==> config.mk <==
export PLATFORM = sky130hd
export DESIGN_NAME = note_display_ctrl
export DESIGN_NICKNAME = d
export VERILOG_FILES = /design/src/rtl/note_display_ctrl.sv
export SDC_FILE = /design/constraint.sdc
export NUM_CORES = 1
export LEC_CHECK = 0
export BUFFER_PORTS_ARGS = -buffer_cell sky130_fd_sc_hd__clkbuf_2
export CAP_MARGIN = 15
export CELL_PAD_IN_SITES_DETAIL_PLACEMENT = 1
export CELL_PAD_IN_SITES_GLOBAL_PLACEMENT = 2
export CORE_MARGIN = 5
export CORE_UTILIZATION = 40
export DETAILED_ROUTE_END_ITERATION = 7
export PLACE_DENSITY_LB_ADDON = 0.1
export SYNTH_ARGS = -nofsm -noshare
export SYNTH_HDL_FRONTEND = slang
export SYNTH_SLANG_ARGS = --single-unit
==> constraint.sdc <==
create_clock -name clk -period 7 [get_ports clk]
set_input_delay 0 -clock clk [delete_from_list [all_inputs] [get_ports clk]]
set_output_delay 0 -clock clk [all_outputs]
set_load 0.01 [all_outputs]
==> src/rtl/note_display_ctrl.sv <==
// Note display controller: queues detected notes and hands them to a glyph
// drawer, stepping the glyph origin across a fixed grid of slots and rows.
module note_display_ctrl #(
    parameter int unsigned DRAW_CYCLES = 448,
    parameter int unsigned SLOT_W      = 40,
    parameter int unsigned ROW_H       = 14,
    parameter int unsigned SLOTS       = 4,
    parameter int unsigned ROWS        = 8
) (
    input  logic       clk,
    input  logic       resetn,
    input  logic [3:0] note_in,
    input  logic [1:0] octave_in,
    input  logic       note_valid,
    input  logic       clear_screen,
    output logic [3:0] note,
    output logic [1:0] octave,
    output logic [7:0] x,
    output logic [6:0] y,
    output logic       ld_note,
    output logic [2:0] colour_in,
    output logic       busy,
    output logic       dropped
);

    localparam int unsigned CW = $clog2(DRAW_CYCLES + 1);
    localparam int unsigned SB = (SLOTS > 1) ? $clog2(SLOTS) : 1;
    localparam int unsigned RB = (ROWS > 1) ? $clog2(ROWS) : 1;

    typedef enum logic [1:0] {IDLE, LOAD, WAIT} state_t;

    state_t        state_q, state_d;
    logic [CW-1:0] cnt_q, cnt_d;
    logic [SB-1:0] slot_q, slot_d;
    logic [RB-1:0] row_q, row_d;
    logic          pend_q, pend_d;
    logic [3:0]    pnote_q, pnote_d;
    logic [1:0]    poct_q, poct_d;
    logic          clr_q, clr_d;
    logic [3:0]    note_d;
    logic [1:0]    oct_d;
    logic [2:0]    col_d;
    logic          ld_d;
    logic          drop_d;
    logic          accept;
    logic          last;

    function automatic logic [2:0] colour_of(input logic [1:0] o);
        case (o)
            2'd0:    colour_of = 3'b100;
            2'd1:    colour_of = 3'b010;
            2'd2:    colour_of = 3'b001;
            default: colour_of = 3'b111;
        endcase
    endfunction

    always_comb begin
        accept  = note_valid && (note_in != 4'd0) && (note_in <= 4'd12);
        last    = (state_q == WAIT) && (cnt_q == CW'(DRAW_CYCLES - 1));
        state_d = state_q;
        cnt_d   = cnt_q;
        slot_d  = slot_q;
        row_d   = row_q;
        pend_d  = pend_q;
        pnote_d = pnote_q;
        poct_d  = poct_q;
        clr_d   = clr_q;
        note_d  = note;
        oct_d   = octave;
        col_d   = colour_in;
        ld_d    = 1'b0;
        drop_d  = 1'b0;

        unique case (state_q)
            IDLE: begin
                if (clear_screen) begin
                    slot_d = '0;
                    row_d  = '0;
                end
                if (accept) begin
                    state_d = LOAD;
                    note_d  = note_in;
                    oct_d   = octave_in;
                    col_d   = colour_of(octave_in);
                    ld_d    = 1'b1;
                end
            end
            LOAD: begin
                state_d = WAIT;
                cnt_d   = '0;
            end
            WAIT:    cnt_d = cnt_q + 1'b1;
            default: state_d = IDLE;
        endcase

        // While the drawer is occupied, notes and clears are deferred
        if (state_q != IDLE) begin
            if (accept) begin
                drop_d  = pend_q;
                pend_d  = 1'b1;
                pnote_d = note_in;
                poct_d  = octave_in;
            end
            if (clear_screen) clr_d = 1'b1;
        end

        if (last) begin
            cnt_d = '0;
            if (clr_d) begin
                slot_d = '0;
                row_d  = '0;
            end else if (slot_q == SB'(SLOTS - 1)) begin
                slot_d = '0;
                row_d  = (row_q == RB'(ROWS - 1)) ? '0 : row_q + 1'b1;
            end else begin
                slot_d = slot_q + 1'b1;
            end
            clr_d = 1'b0;
            if (pend_d) begin
                state_d = LOAD;
                note_d  = pnote_d;
                oct_d   = poct_d;
                col_d   = colour_of(poct_d);
                ld_d    = 1'b1;
                pend_d  = 1'b0;
            end else begin
                state_d = IDLE;
            end
        end
    end

    always_ff @(posedge clk or negedge resetn) begin
        if (!resetn) begin
            state_q   <= IDLE;
            cnt_q     <= '0;
            slot_q    <= '0;
            row_q     <= '0;
            pend_q    <= 1'b0;
            pnote_q   <= '0;
            poct_q    <= '0;
            clr_q     <= 1'b0;
            note      <= '0;
            octave    <= '0;
            colour_in <= '0;
            x         <= '0;
            y         <= '0;
            ld_note   <= 1'b0;
            busy      <= 1'b0;
            dropped   <= 1'b0;
        end else begin
            state_q   <= state_d;
            cnt_q     <= cnt_d;
            slot_q    <= slot_d;
            row_q     <= row_d;
            pend_q    <= pend_d;
            pnote_q   <= pnote_d;
            poct_q    <= poct_d;
            clr_q     <= clr_d;
            note      <= note_d;
            octave    <= oct_d;
            colour_in <= col_d;
            x         <= 8'(slot_d * SLOT_W);
            y         <= 7'(row_d * ROW_H);
            ld_note   <= ld_d;
            busy      <= (state_d != IDLE);
            dropped   <= drop_d;
        end
    end

endmodule

==> results by group, run 1 <==
Logic synthesis
  – Post-synth top flop: dfrtp_1
  – Synth cell types: 41
  – Mapped Area: 0.002256 mm²
  – Synth warn: 0
  – Seq cells post-synth: between 40 and 50
  – Sequential element share of the synthesized area: a little under half
  – Number of flops mapped to enable cells by yosys: 0
  – Synth async-reset ratio: 100.0%
  – Post-Synthesis Cells: 195
  – Syn_area_per_cell: roughly 12 µm²

Clock tree
  – CTS tree: yes
  – Clock latency on the worst-skew pair: 290 ps
  – CTS resizes: 0
  – Root Driver: clkbuf_8
  – Worst-case clock buffer depth: 2
  – Clock transition at path regs: 80 ps
  – Clk sinks: 41
  – CTS Hold Bufs: 2
  – CTS buffer count: 5
  – H-tree Lvls: 2
  – Setup bufs post-CTS: 0

Critical path
  – CP Capture Type: flip-flop
  – Reg2Reg Depth: 11
  – Crit-path slowest cell: fa_1
  – Critical Path AT: 3590 ps
  – Req. time, crit path: 7170 ps
  – RR Startpoint: cnt_q[1]
  – R2R Path End: y[5]
  – Worst R2R Setup Slack: 3580 ps
  – Critical path startpoint category: flip-flop
  – Critical-path maximum fanout: 8
  – Crit Path Class: reg -> reg
  – Max incr delay on CP: 490 ps
  – Crit-path cells: ha_1 -> and3_1 -> nand4_1 -> o21a_1 -> a22oi_1 -> fa_1 -> inv_1 -> ha_1 -> inv_1 -> fa_1 -> xnor2_1

GRT
  – GRT Overall Usage: 14.07%
  – Grt total ovfl: 0
  – Vias in the first global route: approximately 1700
  – Global-route wire length before repair: 8176 µm
  – Largest net degree at the start of global routing: 42
  – Antenna violations before repair: 0

STA
  – Tmin final: 3419 ps
  – Setup TNS Final: 0 ps
  – Fmax achieved: 0.2925 GHz
  – Skew final: 7.876 ps
  – Fin. Hold Viols: 0
  – Worst Tran Pin Value: 738.5 ps
  – RSZ-0062 raised after global routing: no
  – Max-slew violations: 0
  – # setup viols final: 0
  – Tcrit/Tclk final: between 40 and 50%
  – Slew HR: between 50% and 60%

Final layout
  – Number of fill cells: 615
  – N_diodes: 0
  – Final Non-Filler Cells: 301
  – Register Area: 0.001026 mm²
  – Share of cells above drive strength 1: 27.95%
  – Area grow syn2layout: 13.92%
  – Nets: about 260
  – Multi-input logic area: 0.001086 mm²

Drt
  – Final WL: approximately 4800 µm
  – Routed len/inst: 15.92 µm
  – Vias: ~1500
  – Starting DRT DRC Count: 38
  – Routed vias/inst: 5.146
  – Pre-Repair DR Iteration Count: 4
  – DR DRC count: 0
  – Post-route ant nets: 0

Hold path
  – Worst min-delay path class: in -> reg
  – Hold wc startpoint: note_in[3]
  – WHS Path Cells: 2
  – Hold path endpoint: pnote_q[3]

Floorplanning
  – Die area: 0.007242 mm²
  – Die X: between 80 and 90 µm
  – Core area: 0.005507 mm²
  – Starting Density: 40.97%
  – Cell row count: 27
  – Num ports: 37
  – Die height: 85.10 µm

Place
  – Port Buf Inserts: 31
  – Hpwl dp: between 3000 and 4000 µm
  – Cells after DPL: 290
  – Routability cong.: 0.7734

Pwr
  – Pwr dens: 179.5 mW/mm²
  – LEAKAGE: 1.334 nW
  – Maximum vdd drop: between 0.00008 and 0.00009 V

Run
  – Total of max-cap violations: 0

Outcome
  – Outcome: completed
## logic make-up (layout without fill, tap and decap cells)
kind of cell | after synthesis | after routing | share of synthesized area (%)
buf+inv | 30 | 60 | 7.044
flops | 41 | 41 | 45.48
mux | 26 | 26 | 14.20
compound gates | 33 | 33 | 10.65
simple gates | 42 | 42 | 9.595
other cells | 1 | 5 | 0.1662
fa+ha+maj | 20 | 20 | 12.09
xor+xnor | 2 | 2 | 0.7766
## worst max path at each step
stage                     cells past startpoint  slack (ps)  startpoint   end
final                                        11        3580    cnt_q[1]  y[5]
after global routing                         11        3320    cnt_q[0]  y[4]
after CTS                                    11        3580    cnt_q[0]  y[5]
after detailed placement                     11        3600    cnt_q[0]  y[5]
after global placement                       11        3750    cnt_q[0]  y[4]
after floorplan                              12        3880    cnt_q[0]  y[5]
## layout make-up
cell class / count / area share (%)
Multi-Input combinational cell: 128 / 42.26
Clock buffer: 7 / 3.749
Tap cell: 72 / 3.505
Timing Repair Buffer: 35 / 7.887
Sequential cell: 41 / 39.92
Clock inverter: 1 / 0.1947
Inverter: 17 / 2.483
## critical path: cells and delay by family (launching register included)
kind            cells  cell delay [ps]
compound gates      2              770
buf+inv             2              130
simple gates        2              700
fa+ha+maj           4             1190
xor+xnor            1              150
flops               1              370
## synthesized netlist by cell type (4+ instances only)
library cell	count	area share, %
nor2_1	7	1.2
nand3_1	5	1.1
mux2i_1	8	3.5
mux2_4	10	6.7
nand2_1	11	1.8
mux2_2	8	4.0
dfrtp_1	41	45
a21oi_1	4	0.89
a22o_1	5	1.9
inv_1	17	2.8
and3_1	4	1.1
ha_1	17	9.4
buf_4	8	2.7
o21ai_0	7	1.6
## sequential cells by signal, indices dropped and copies added, names as in the netlist
name       flops
y              5
dropped        1
slot_q         1
octave         2
note           4
pend_q         1
pnote_q        4
state_q        2
clr_q          1
row_q          3
poct_q         2
colour_in      3
x              1
busy           1
ld_note        1
cnt_q          9
## placed cells by master (no fill, tap or decap), types with 2 or more instances in the layout
cell and n:
or2_2 3, a22oi_1 3, and2_1 2, dfrtp_1 41, a31oi_1 3, o21ai_0 7
dlygate4sd3_1 2, mux2i_1 8, and3_1 4, a22o_1 5, xnor2_1 2, mux2_4 10
a21oi_1 4, conb_1 5, nand2b_1 3, inv_1 17, o2bb2ai_1 2, mux2_2 8
nand4_1 2, nand3_1 5, nand2_1 11, clkbuf_2 31, clkbuf_8 7, fa_1 3
nor2_1 7, ha_1 17
## metrics by stage
stage	setup WS [ps]	hold slack (ps)	util (%)	power [mW]	instance area (µm²)
floorplan	3883	-295.6	-	0.2803	2271
global placement	3750	217.4	44.10	0.2935	2429
detailed placement	3596	237.9	44.10	0.2958	2429
CTS	3578	0.2411	46.31	0.4697	2550
global route	3316	13.12	46.67	0.4851	2570
finish	3581	18.69	46.67	0.4613	2570
## report_power, final
part,total [mW],internal [mW],switching [mW]
Sequential,0.249,0.245,0.00339
Combinational,0.0450,0.0213,0.0237
Clock,0.168,0.0891,0.0785
Total,0.461,0.356,0.106
## routing by layer
metal	GRT usage (%)	up-vias	part of all wire [%]
li1	-	730	-
met1	16.81	782	44
met2	24.58	29	50
met3	3.592	8	4.5
met4	4.604	0	1.3
met5	0	-	0
Note: power is estimated with default switching activity, not from simulation.
==> run 2: changes to the inputs <==
CORE_UTILIZATION = 37   (was 40)
clock period = 3.35 ns   (was 7 ns; I/O delays follow)
==> run 2 against run 1 <==
  * Final cell count rose by 1.0%
  * Fmax rose by 9.7%
  * Routed wire length shrank 2.7%
  * Critical endpoint unchanged
==> results by group, run 2 (synthesized netlist as in run 1, its figures left out) <==
Run
  – Total of max-cap violations: 0 (unchanged)

Outcome
  – Outcome: completed (unchanged)

Place
  – Hpwl dp: 3487 µm (was 3576 µm)
  – Routability cong.: 0.7977 (was 0.7734)
  – Port Buf Inserts: 31 (unchanged)
  – Cells after DPL: 294 (was 290)

Final layout
  – Area grow syn2layout: 14.64% (was 13.92%)
  – Nets: 258 (unchanged)
  – Most common cell after layout, fill and taps aside: dfrtp_1 (unchanged)
  – Share of cells above drive strength 1: 27.95% (unchanged)
  – Final Core Density: 43.68% (was 46.67%)
  – Final Non-Filler Cells: 304 (was 301)
  – Most frequent cells in the layout: dfrtp_1 (41), clkbuf_2 (31), inv_1 (17), ha_1 (17), nand2_1 (11) (unchanged)
  – Register name with the most flops: cnt_q (unchanged)
  – N_diodes: 0 (unchanged)
  – Biggest regs: cnt_q x9, y x5 (unchanged)
  – Largest register FFs: 9 (unchanged)

Critical path
  – Crit-path cells: ha_1 -> and3_1 -> and4_1 -> and3_1 -> a22oi_1 -> fa_1 -> inv_1 -> ha_1 -> inv_1 -> fa_1 -> xnor2_1 (was ha_1 -> and3_1 -> nand4_1 -> o21a_1 -> a22oi_1 -> fa_1 -> inv_1 -> ha_1 -> inv_1 -> fa_1 -> xnor2_1)
  – CP Capture Type: flip-flop (unchanged)
  – Max incr delay on CP: 480 ps (was 490 ps)
  – Critical Path AT: 3300 ps (was 3590 ps)
  – Req. time, crit path: 3530 ps (was 7170 ps)
  – Crit Path Class: reg -> reg (unchanged)
  – Critical-path maximum fanout: 8 (unchanged)
  – Critical path startpoint category: flip-flop (unchanged)
  – Crit-path slowest cell: fa_1 (unchanged)

STA
  – Max-slew violations: 0 (unchanged)
  – Worst Tran Pin Value: 759.3 ps (was 738.5 ps)
  – Slew HR: 49.15% (was 50.53%)
  – Fin. Hold Viols: 0 (unchanged)
  – Tmin final: 3117 ps (was 3419 ps)
  – # setup viols final: 0 (unchanged)
  – Fmax achieved: 0.3208 GHz (was 0.2925 GHz)
  – Tcrit/Tclk final: 93.05% (was 48.84%)
  – Skew final: 3.616 ps (was 7.876 ps)
  – Setup TNS Final: 0 ps (unchanged)
  – RSZ-0062 raised after global routing: no (unchanged)

Clock tree
  – Clock latency on the worst-skew pair: 290 ps (about the same)
  – CTS buffer count: 5 (unchanged)
  – Worst-case clock buffer depth: 2 (unchanged)
  – Root Driver: clkbuf_8 (unchanged)
  – H-tree Lvls: 2 (unchanged)
  – Clk sinks: 41 (unchanged)
  – CTS tree: yes (unchanged)
  – Clock transition at path regs: 80 ps (about the same)
  – Setup bufs post-CTS: 0 (unchanged)

GRT
  – GRT Overall Usage: 13.37% (was 14.07%)
  – Global-route wire length before repair: 8045 µm (was 8176 µm)
  – Grt total ovfl: 0 (unchanged)
  – Vias in the first global route: 1675 (was 1682)
  – Largest net degree at the start of global routing: 42 (unchanged)
  – Antenna violations before repair: 0 (unchanged)

Pwr
  – Sw Share: 22.07% (was 22.88%)
  – Power share of the combinational group: 8.9% (was 9.8%)
  – Maximum vdd drop: 0.0001712 V (was 0.00008117 V)
  – LEAKAGE: 1.338 nW (was 1.334 nW)
  – Pint: 0.7989 mW (was 0.3558 mW)
  – Net Sw Power: 0.2263 mW (was 0.1056 mW)
  – Sequential power share: 50.7% (was 53.9%)
  – Pwr dens: 396.4 mW/mm² (was 179.5 mW/mm²)
  – Clk pwr share: 40.5% (was 36.3%)

Floorplanning
  – Cell row count: 28 (was 27)
  – Die height: 88.09 µm (was 85.10 µm)
  – Die area: 0.007759 mm² (was 0.007242 mm²)
  – Die X: 88.09 µm (was 85.10 µm)
  – Num ports: 37 (unchanged)
  – Starting Density: 38.10% (was 40.97%)
  – Core area: 0.005921 mm² (was 0.005507 mm²)

Hold path
  – Worst min-delay path class: in -> reg (unchanged)

Drt
  – Starting DRT DRC Count: 38 (unchanged)
  – Final WL: 4663 µm (was 4792 µm)
  – Post-route ant nets: 0 (unchanged)
  – Routed len/inst: 15.34 µm (was 15.92 µm)
  – Vias: 1540 (was 1549)
  – Pre-Repair DR Iteration Count: 4 (unchanged)
  – Routed vias/inst: 5.066 (was 5.146)
  – DR DRC count: 0 (unchanged)
-- run 2: cell types whose count changed in the layout (fill, tap and decap cells not counted), sizes merged --
cell / before / now
buf: 2 / 3
bufinv: 0 / 1
clkinv: 1 / 0
dlygate4sd3: 2 / 1
-- run 2: power by group through the flow --
| stage | Combinational, mW | Clock [mW] | Sequential [mW] |
|---|---|---|---|
| after floorplan | 0.0538 | 0 | 0.532 |
| after global placement | 0.0859 | 0 | 0.529 |
| after detailed placement | 0.0890 | 0 | 0.530 |
| after CTS | 0.0909 | 0.431 | 0.520 |
| after global routing | 0.102 | 0.450 | 0.521 |
| final | 0.0910 | 0.415 | 0.519 |
-- run 2: routing by layer --
layer	track usage (%)	wire length, µm	part of all wire [%]
met1	16.30	2038	44
met2	23.08	2348	50
met3	3.293	198	4.2
met4	4.533	78	1.7
met5	0	0	0
-- run 2: critical path: cells and delay by family, from the launching register on --
family          cells  cell delay, ps
flops               1             400
compound gates      1             350
simple gates        3             790
fa+ha+maj           4            1220
buf+inv             2             120
xor+xnor            1             130
-- run 2: what timing repair did --
item                                   in CTS  in global routing
setup endpoints to repair                   0                  0
resized for setup                           0                  0
hold buffers                                1                  0
endpoints found under the hold margin      41                  0
-- run 2: final timing paths --
| path | start | end | slack [ps] | cells past startpoint |
|---|---|---|---|---|
| worst min register to register | pnote_q[3] | pnote_q[3] | 500 | 1 |
| max in group asynchronous | resetn | octave[1] | 2690 | 3 |
| worst max register to register | cnt_q[0] | y[5] | 230 | 11 |
| worst min-delay path | note_in[0] | pnote_q[0] | 20 | 2 |
| worst max-delay path | cnt_q[0] | y[5] | 230 | 11 |
| min in group asynchronous | resetn | cnt_q[7] | 170 | 2 |
-- run 2: layout make-up --
type,count,area (µm²)
Fill cell,666,3334
Multi-Input combinational cell,128,1086
Sequential cell,41,1026
Timing Repair Buffer,35,200.2
Tap cell,75,93.84
Clock buffer,7,86.33
Inverter,17,63.81
Clock inverter,1,30.03
-- run 2: stage by stage --
step	cell area [µm²]	total power, mW	setup WS, ps	hold WS [ps]
2_1_floorplan	2271	0.5856	233.1	-295.6
3_3_place_gp	2440	0.6146	360.9	224.5
3_5_place_dp	2440	0.6187	244.0	240.9
4_1_cts	2566	1.042	218.3	1.826
5_1_grt	2586	1.073	48.84	0.7289
6_report	2586	1.025	232.8	15.94
